### config.mk
export PLATFORM = sky130hd
export DESIGN_NAME = single_stage_pipeline_register
export DESIGN_NICKNAME = d
export VERILOG_FILES = /design/src/rtl/single_stage_pipeline_register.sv
export SDC_FILE = /design/constraint.sdc
export NUM_CORES = 1
export LEC_CHECK = 0
export BUFFER_PORTS_ARGS = -buffer_cell sky130_fd_sc_hd__buf_2
export CORE_AREA = 5 5 42 44
export DETAILED_ROUTE_END_ITERATION = 10
export DIE_AREA = 0 0 47 49
export GPL_ROUTABILITY_DRIVEN = 0
export PLACE_DENSITY = 0.59
export RECOVER_POWER = 25
export SETUP_SLACK_MARGIN = 0.02
export SYNTH_ARGS = -nofsm -noshare
export SYNTH_HDL_FRONTEND = slang
export SYNTH_SLANG_ARGS = --single-unit
### constraint.sdc
create_clock -name clk -period 0.95 [get_ports clk]
set_input_delay 0.2375 -clock clk [delete_from_list [all_inputs] [get_ports clk]]
set_output_delay 0.2375 -clock clk [all_outputs]
set_load 0.01 [all_outputs]
### src/rtl/single_stage_pipeline_register.sv
// One-deep valid/ready pipeline register. REG_READY=1 adds a one-word skid slot
// so that input_ready also comes from a flop, cutting the backward ready path.
module single_stage_pipeline_register #(
    parameter int DATA_WIDTH = 8,
    parameter bit REG_READY  = 1'b0
) (
    input  logic                  clk,
    input  logic                  reset_n,
    input  logic [DATA_WIDTH-1:0] input_data,
    input  logic                  input_valid,
    output logic                  input_ready,
    output logic [DATA_WIDTH-1:0] out_data,
    output logic                  out_valid,
    input  logic                  out_ready
);

    logic                  r_out_valid;
    logic [DATA_WIDTH-1:0] r_out_data;
    logic                  w_in_ready;
    logic                  w_xfer_in;
    logic                  w_xfer_out;
    logic                  w_main_free;

    // reset_n is active-high: the block refuses words while it is asserted.
    assign input_ready = w_in_ready & ~reset_n;
    assign w_xfer_in   = input_valid & input_ready;
    assign w_xfer_out  = r_out_valid & out_ready;
    assign w_main_free = ~r_out_valid | out_ready;
    assign out_data    = r_out_data;
    assign out_valid   = r_out_valid;

    generate
        if (REG_READY == 1'b0) begin : g_comb_ready
            assign w_in_ready = w_main_free;

            always_ff @(posedge clk) begin
                if (reset_n) begin
                    r_out_valid <= 1'b0;
                    r_out_data  <= '0;
                end else if (w_xfer_in) begin
                    r_out_valid <= 1'b1;
                    r_out_data  <= input_data;
                end else if (w_xfer_out) begin
                    r_out_valid <= 1'b0;
                end
            end
        end else begin : g_skid
            logic                  r_skid_valid;
            logic [DATA_WIDTH-1:0] r_skid_data;
            logic                  r_in_ready;
            logic                  w_out_valid_next;
            logic [DATA_WIDTH-1:0] w_out_data_next;
            logic                  w_skid_valid_next;
            logic [DATA_WIDTH-1:0] w_skid_data_next;

            assign w_in_ready = r_in_ready;

            // A full skid slot blocks input, so it always drains ahead of new words.
            always_comb begin
                w_out_valid_next  = r_out_valid;
                w_out_data_next   = r_out_data;
                w_skid_valid_next = r_skid_valid;
                w_skid_data_next  = r_skid_data;
                if (r_skid_valid) begin
                    if (out_ready) begin
                        w_out_valid_next  = 1'b1;
                        w_out_data_next   = r_skid_data;
                        w_skid_valid_next = 1'b0;
                    end
                end else if (w_xfer_in) begin
                    if (w_main_free) begin
                        w_out_valid_next = 1'b1;
                        w_out_data_next  = input_data;
                    end else begin
                        w_skid_valid_next = 1'b1;
                        w_skid_data_next  = input_data;
                    end
                end else if (w_xfer_out) begin
                    w_out_valid_next = 1'b0;
                end
            end

            always_ff @(posedge clk) begin
                if (reset_n) begin
                    r_out_valid  <= 1'b0;
                    r_out_data   <= '0;
                    r_skid_valid <= 1'b0;
                    r_skid_data  <= '0;
                    r_in_ready   <= 1'b1;
                end else begin
                    r_out_valid  <= w_out_valid_next;
                    r_out_data   <= w_out_data_next;
                    r_skid_valid <= w_skid_valid_next;
                    r_skid_data  <= w_skid_data_next;
                    r_in_ready   <= ~w_skid_valid_next;
                end
            end
        end
    endgenerate

endmodule

======== Word-level counts from Yosys, hierarchy flattened ========
Index checks and enable logic that the tools add are counted.
W data, S select, Z words.
storage, ports and cells
  logic and storage cells ................. 11
  bits of input ports ..................... 12
  output and inout port bits .............. 10
  register bits ........................... 9
cells by class
  mux-type cells .......................... 2
  bitwise operators ....................... 6
  reductions and logical operators ........ 1
operators by type and width
  operator            number
  $and A1 B1 Y1       3
  $mux W1             2
  $not A1 Y1          2
  $reduce_bool A2 Y1  1
  $or A1 B1 Y1        1

======== Longest topological paths before layout ========
Gate-level depths: netlist of run 1.
  depth in word-level cells ............... 5
  depth in mapped cells ................... 4

======== Worst setup path after synthesis of run 1 ========
OpenSTA, ideal clock, no wires.
  path kind ............................... register to register
  start ................................... register r_out_valid, in the netlist out_valid
  end ..................................... register r_out_data[0], in the netlist out_data[0]
  arrival time ............................ 0.862 ns
  period minus slack after synthesis ...... 0.933 ns
  stages on the path, launching flop included .. 5
  path buffers ............................ 1
  setup time .............................. 0.072 ns
  path slack .............................. 0.017 ns
  cells stage by stage .................... dfxtp_1 > nor2b_4 > nor2b_2 > buf_6 > mux2i_1
between the ends
  cells in the longest elaborated chain, start to end .. 4
ends and longest elaborated chain
  element                   RTL line  text
  start: declaration        17        logic r_out_valid;
  start signal: assignment  38        r_out_valid <= 1'b0;
  start signal: assignment  41        r_out_valid <= 1'b1;
  start signal: assignment  44        r_out_valid <= 1'b0;
  $not A1 Y1                28        assign w_main_free = ~r_out_valid | out_ready;
  $or A1 B1 Y1              28
  $and A1 B1 Y1             25        assign input_ready = w_in_ready & ~reset_n;
  $and A1 B1 Y1             26        assign w_xfer_in = input_valid & input_ready;
  end signal: assignment    42        r_out_data <= input_data;
  end: declaration          18        logic [DATA_WIDTH-1:0] r_out_data;
Every way passes these cells.
A chain may end at the register's enable or synchronous reset.

======== Worst setup path in the final report of run 1 ========
  start ................................... register r_out_valid, in the netlist out_valid
  end ..................................... output input_ready
between the ends
  cells in the longest elaborated chain, start to end .. 3
ends and longest elaborated chain
  element           RTL line  text
  $not A1 Y1        28
  $or A1 B1 Y1      28
  $and A1 B1 Y1     25
  end: declaration  11        output logic input_ready,
Every way passes these cells.

==> flow_metrics.py, run 1 <==
metrics = {
    "clock_network": {
        "holdBufCountCts": 0,
        "clkLatencyLatePin_ns": 0.25,
        "clk_pin_slew_worst_paths_ns": 0.06,
        "cts_max_level": 1,
        "cts_buffers": 3,
        "root_buffer": "clkbuf_4",
        "cts_buffer_depth": 2,
        "cts_tree": "yes",
        "cts.sinks": 9,
    },
    "yosys": {
        "syn_area_per_cell_sq_um": 10.26,
        "synth-compound-area-share_pct": 0,
        "yosys-mux-area-fraction_pct": 19.51,
        "ys_seq_area_share_pct": 43.90,
        "syn_nets": 52,
        "synth_adder_area_share_pct": 0,
        "synth_top_family_by_area": "simple AND/OR/NAND/NOR gates",
        "ys_seq_elements": 9,
        "syn_area_sq_um": 410.4,
        "synth_warnings": 0,
        "synth_cell_types": 8,
        "synthSimpleGateAreaFrac_pct": 32.62,
        "synth_xor_area_share_pct": 0,
        "syn_inst": 40,
    },
    "final_layout": {
        "final_common_cell": "nand2b_1",
        "layout-drive-gt1-share_pct": 58.82,
        "mostFrequentLayoutCells": "nand2b_1, buf_2, buf_6",
        "area_delta_synth_final_pct": 60.06,
        "nFillCells": 155,
        "nNetsFinal": 81,
        "n_antenna_cell": 0,
    },
    "timing": {
        "layout_setup_ws_ns": -0.1805,
        "maxSlewHeadroom_pct": 91.65,
        "report.final.slew_viol_count": 0,
        "fin_setup_tns_ns": -1.058,
        "worst_pin_slew_ns": 0.1218,
        "min_period_ns": 1.130,
        "finalHoldViolations": 0,
        "setup_viol": 9,
        "finalClockSkew_ns": 0.002863,
        "period_share_pct": 119.0,
        "rsz0062_at_grt": "true",
        "max_freq_mhz": 884.6,
    },
    "global_route": {
        "grt.total_usage_pct": 7.833,
        "antenna_found_initial": 0,
        "grt_pass1_vias": 367,
        "grt_max_degree": 11,
        "grt_pass1_wl_mm": 1.393,
        "grt_overflow": 0,
    },
    "floorplan": {
        "core.rowCount": 14,
        "initial_core_util_pct": 29.29,
        "die_h_microns": 49,
        "die_width_microns": 47,
        "dieArea_sq_um": 2303,
        "coreArea_sq_um": 1401,
        "io_pins": 22,
    },
    "setup_path": {
        "path_class": "flip-flop to primary output",
        "reg2reg_slack_ns": -0.13,
        "worstSetupStartpointType": "flip-flop",
        "end_kind": "primary output",
        "reg2reg_depth": 5,
        "required_ns": 0.71,
        "cp_max_fo": 2,
        "crit_arrival_ns": 0.89,
    },
    "detailed_routing": {
        "via_count": 353,
        "antenna_left": 0,
        "drtIter0Drc": 2,
        "drtPass1Iterations": 4,
        "via_per_inst": 4.202,
        "drt-total-wl_microns": 826,
        "drc_errors": 0,
        "drt-wirelength-per-cell_microns": 9.833,
    },
    "outcome": {
        "violations": "negative setup slack",
        "status": "finished with violations",
    },
    "min_path": {
        "hold_path.class": "primary input to flip-flop",
        "min_path_cells": 3,
    },
    "placement": {
        "pre_cts_ws_ns": -0.008218,
        "dpl.hpwl_microns": 650.5,
        "portBuffers": 21,
    },
    "power": {
        "clkPwrFrac_pct": 32.1,
        "power_frac_seq_pct": 47.2,
        "intPower_mw": 0.6863,
        "p_switching_mw": 0.2122,
        "ir_worst_vdd_mv": 0.8138,
        "p_sw_share_pct": 23.62,
        "p_leak_nw": 0.3130,
        "power_density_nw_per_um2": 1368,
        "combPwrFrac_pct": 20.6,
    },
    "run": {
        "drv_cap": 0,
    },
}
## worst max-delay path, cell delays in order (launching register included)
cell,delay (ns)
dfxtp_2,0.32
nor2b_4,0.12
nor2_1,0.08
buf_2,0.13
## metal layers
layer	vias to the layer above	GRT usage, %	part of all wire, %
li1	182	-	-
met1	157	10.84	46
met2	14	11.31	43
met3	0	3.321	11
met4	0	1.382	0
met5	-	0	0
## cell usage after synthesis, drive strengths merged
master	count	share of area, %
buf	2	4.0
nor2b	2	5.5
dfxtp	9	44
nor2	3	2.7
nand2b	16	24
mux2i	8	20
## cell families (layout without fill, tap and decap cells)
family / after synthesis / in the layout
mux: 8 / 8
simple gates: 21 / 21
buf+inv: 2 / 30
flops: 9 / 9
## path summary, 6_finish.rpt
path / startpoint / to
setup / recovery: out_valid$_SDFFE_PP0P_ / input_ready
hold / removal: input_valid / out_valid$_SDFFE_PP0P_
setup reg to reg: out_valid$_SDFFE_PP0P_ / out_data[1]$_SDFFE_PP0P_
hold reg to reg: out_data[4]$_SDFFE_PP0P_ / out_data[4]$_SDFFE_PP0P_
## state kept, by name (all words and copies together) (netlist names)
name / cells
out_valid: 1
out_data: 8
## timing repair
| action | CTS | global route |
|---|---|---|
| endpoints found under the hold margin | 0 | 0 |
| pin swaps | 0 | 0 |
| resized for setup | 19 | 0 |
| buffers inserted | 1 | 1 |
| setup endpoints to repair | 18 | 18 |
## power by group through the flow
stage | Combinational, mW | Clock, mW | Sequential, mW
CTS | 0.185 | 0.300 | 0.425
finish | 0.185 | 0.289 | 0.425
detailed placement | 0.150 | 0 | 0.423
global placement | 0.149 | 0 | 0.423
global route | 0.202 | 0.321 | 0.428
floorplan | 0.0716 | 0 | 0.436
## per-stage QoR
| step | utilization [%] | instance area, sq um | hold WS (ns) | power, mW | instances |
|---|---|---|---|---|---|
| 2_1_floorplan | - | 411.6 | 0.3580 | 0.5072 | 40 |
| 3_3_place_gp | 38.75 | 543.0 | 0.4569 | 0.5713 | 78 |
| 3_5_place_dp | 38.75 | 543.0 | 0.4629 | 0.5730 | 78 |
| 4_1_cts | 46.34 | 649.4 | 0.2009 | 0.9095 | 83 |
| 5_1_grt | 46.88 | 656.9 | 0.2367 | 0.9518 | 84 |
| 6_report | 46.88 | 656.9 | 0.2045 | 0.8985 | 84 |
## final cells by class
type / count / area, sq um / area share [%]
Clock buffer: 4 / 26.28 / 4.000
Timing Repair Buffer: 26 / 200.2 / 30.48
Multi-Input combinational cell: 29 / 219.0 / 33.33
Sequential cell: 9 / 191.4 / 29.14
Tap cell: 16 / 20.02 / 3.048
(Power assumes the default switching activity.)
==> inputs of run 2 (changes only) <==
PLACE_DENSITY = not set   (was 0.59)
PLACE_DENSITY_LB_ADDON = 0.25   (was not set)
==> run 2 against run 1 <==
The flow still finishes with violations (negative setup slack). Maximum frequency increased by 0.24%. First-iteration DRC count increased by 100%. Cell count rose by 3.6%. Critical path depth is the same. Clock power is essentially flat. Sequential share of layout area is 0.97 points lower. Worst hold slack gained 0.011 ns. Routed wire length rose by 3.0%. Critical path type unchanged. Highest routed layer is now met4.
==> flow_metrics.py, run 2 (synthesized netlist as in run 1, its figures left out) <==
metrics = {
    "detailed_routing": {
        "via_count": 355,
        "drc_errors": 0,
        "drtPass1Iterations": 4,
        "drt-total-wl_microns": 851,
        "via_per_inst": 4.080,
        "drtIter0Drc": 4,
        "drt-wirelength-per-cell_microns": 9.782,
        "antenna_left": 0,
    },
    "floorplan": {
        "core.rowCount": 14,
        "die_width_microns": 47,
        "coreArea_sq_um": 1401,
        "initial_core_util_pct": 29.29,
        "io_pins": 22,
        "die_h_microns": 49,
        "dieArea_sq_um": 2303,
    },
    "timing": {
        "min_period_ns": 1.128,
        "maxSlewHeadroom_pct": 91.44,
        "finalHoldViolations": 0,
        "period_share_pct": 118.7,
        "report.final.slew_viol_count": 0,
        "setup_viol": 9,
        "finalClockSkew_ns": 0.001153,
        "worst_pin_slew_ns": 0.1249,
        "layout_setup_ws_ns": -0.1778,
        "rsz0062_at_grt": "true",
        "max_freq_mhz": 886.7,
    },
    "global_route": {
        "grt_overflow": 0,
        "grt_pass1_vias": 328,
        "grt_pass1_wl_mm": 1.400,
        "grt_max_degree": 8,
        "grt.total_usage_pct": 9.046,
        "antenna_found_initial": 0,
    },
    "min_path": {
        "hp-start": "input_valid",
        "hold_end": "out_valid$_SDFFE_PP0P_",
        "hold_path.class": "primary input to flip-flop",
        "min_path_cells": 3,
    },
    "setup_path": {
        "worst-path-buf-inv": 1,
        "worstSetupStartpointType": "flip-flop",
        "cp_max_fo": 2,
        "slowest_delay_ns": 0.32,
        "timing.rr.start": "out_valid$_SDFFE_PP0P_",
        "reg2reg_slack_ns": -0.14,
        "cp_top_family": "flip-flops",
        "crit_arrival_ns": 0.89,
        "cp_cell_sequence": "nor2b_4 > nor2_1 > buf_2",
        "timing.rr.end": "out_data[7]$_SDFFE_PP0P_",
        "reg2reg_depth": 5,
        "cp_slowest_cell": "dfxtp_2",
        "end_kind": "primary output",
        "path_class": "flip-flop to primary output",
        "required_ns": 0.71,
    },
    "placement": {
        "placed_cell_area_sq_um": 550.5,
        "portBuffers": 21,
    },
    "clock_network": {
        "root_buffer": "clkbuf_4",
        "cts.sinks": 9,
        "cts_buffers": 3,
        "holdBufCountCts": 0,
        "cts_tree": "yes",
        "clk_pin_slew_worst_paths_ns": 0.06,
        "clkLatencyLatePin_ns": 0.26,
        "cts_buffer_depth": 2,
        "cts_max_level": 1,
    },
    "outcome": {
        "status": "finished with violations",
        "violations": "negative setup slack",
    },
    "power": {
        "p_leak_nw": 0.3283,
        "finalPower_mw": 0.9083,
        "power_density_nw_per_um2": 1337,
        "ir_worst_vdd_mv": 1.019,
    },
    "final_layout": {
        "largest_reg_flops": 8,
        "area_delta_synth_final_pct": 65.55,
        "mostFrequentLayoutCells": "nand2b_1, buf_2, buf_6",
        "n_antenna_cell": 0,
        "final_common_cell": "nand2b_1",
        "stdcell_area_sq_um": 679.4,
        "layout-drive-gt1-share_pct": 60.56,
        "nNetsFinal": 84,
    },
    "run": {
        "drv_cap": 0,
    },
}
## run 2: cell types whose count changed in the layout (fill, tap and decap cells not counted)
cell	before	now
buf_4	3	6
## run 2: how the worst max path moves through the flow
stage	startpoint	endpoint	slack, ns	depth (start not counted)
2_1_floorplan	out_valid$_SDFFE_PP0P_	out_data[0]$_SDFFE_PP0P_	0.03	4
3_3_place_gp	out_valid$_SDFFE_PP0P_	out_data[7]$_SDFFE_PP0P_	-0.009	4
3_5_place_dp	out_valid$_SDFFE_PP0P_	out_data[2]$_SDFFE_PP0P_	-0.007	4
4_1_cts	out_valid$_SDFFE_PP0P_	input_ready	-0.19	3
5_1_grt	out_valid$_SDFFE_PP0P_	input_ready	-0.25	3
6_report	out_valid$_SDFFE_PP0P_	input_ready	-0.18	3
## run 2: repair_timing
action,4_1_cts,5_1_grt
endpoints found under the setup margin,18,18
cloned,0,0
setup buffers,2,2
gates resized for setup,19,0
## run 2: layout make-up
type,count,area [sq um]
clock buffers,4,26.28
well taps,16,20.02
fillers,154,721.9
multi-input cells,29,219.0
repair buffers,29,222.7
flip-flops and latches,9,191.4
## run 2: power breakdown
part           internal [mW]  leakage, nW  switching (mW)
logic                  0.126        0.236          0.0700
registers              0.408       0.0775          0.0161
clock network          0.161       0.0150           0.127
total                  0.695        0.328           0.213
## run 2: metal layers
layer | wire (microns) | vias to the layer above | global-route usage, %
li1 | - | 191 | -
met1 | 372 | 143 | 12.89
met2 | 351 | 17 | 8.597
met3 | 103 | 4 | 7.380
met4 | 23 | 0 | 5.530
met5 | 0 | - | 0
## run 2: worst register-to-register path, stage by stage, from the launching register on
cell,delay (ns)
dfxtp_2,0.32
nor2b_4,0.12
buf_4,0.13
nor2b_4,0.12
buf_6,0.14
mux2i_1,0.19
## run 2: stage by stage
stage / instances / TNS [ns] / util [%] / hold slack [ns] / setup WS (ns)
6_report: 87 / -1.062 / 48.48 / 0.2153 / -0.1778
5_1_grt: 87 / -1.827 / 48.48 / 0.2122 / -0.2489
4_1_cts: 85 / -1.152 / 47.41 / 0.2098 / -0.1917
3_5_place_dp: 79 / -0.01108 / 39.29 / 0.4619 / -0.006770
3_3_place_gp: 79 / -0.009342 / 39.29 / 0.4585 / -0.009342
2_1_floorplan: 40 / 0 / - / 0.3580 / 0.02715
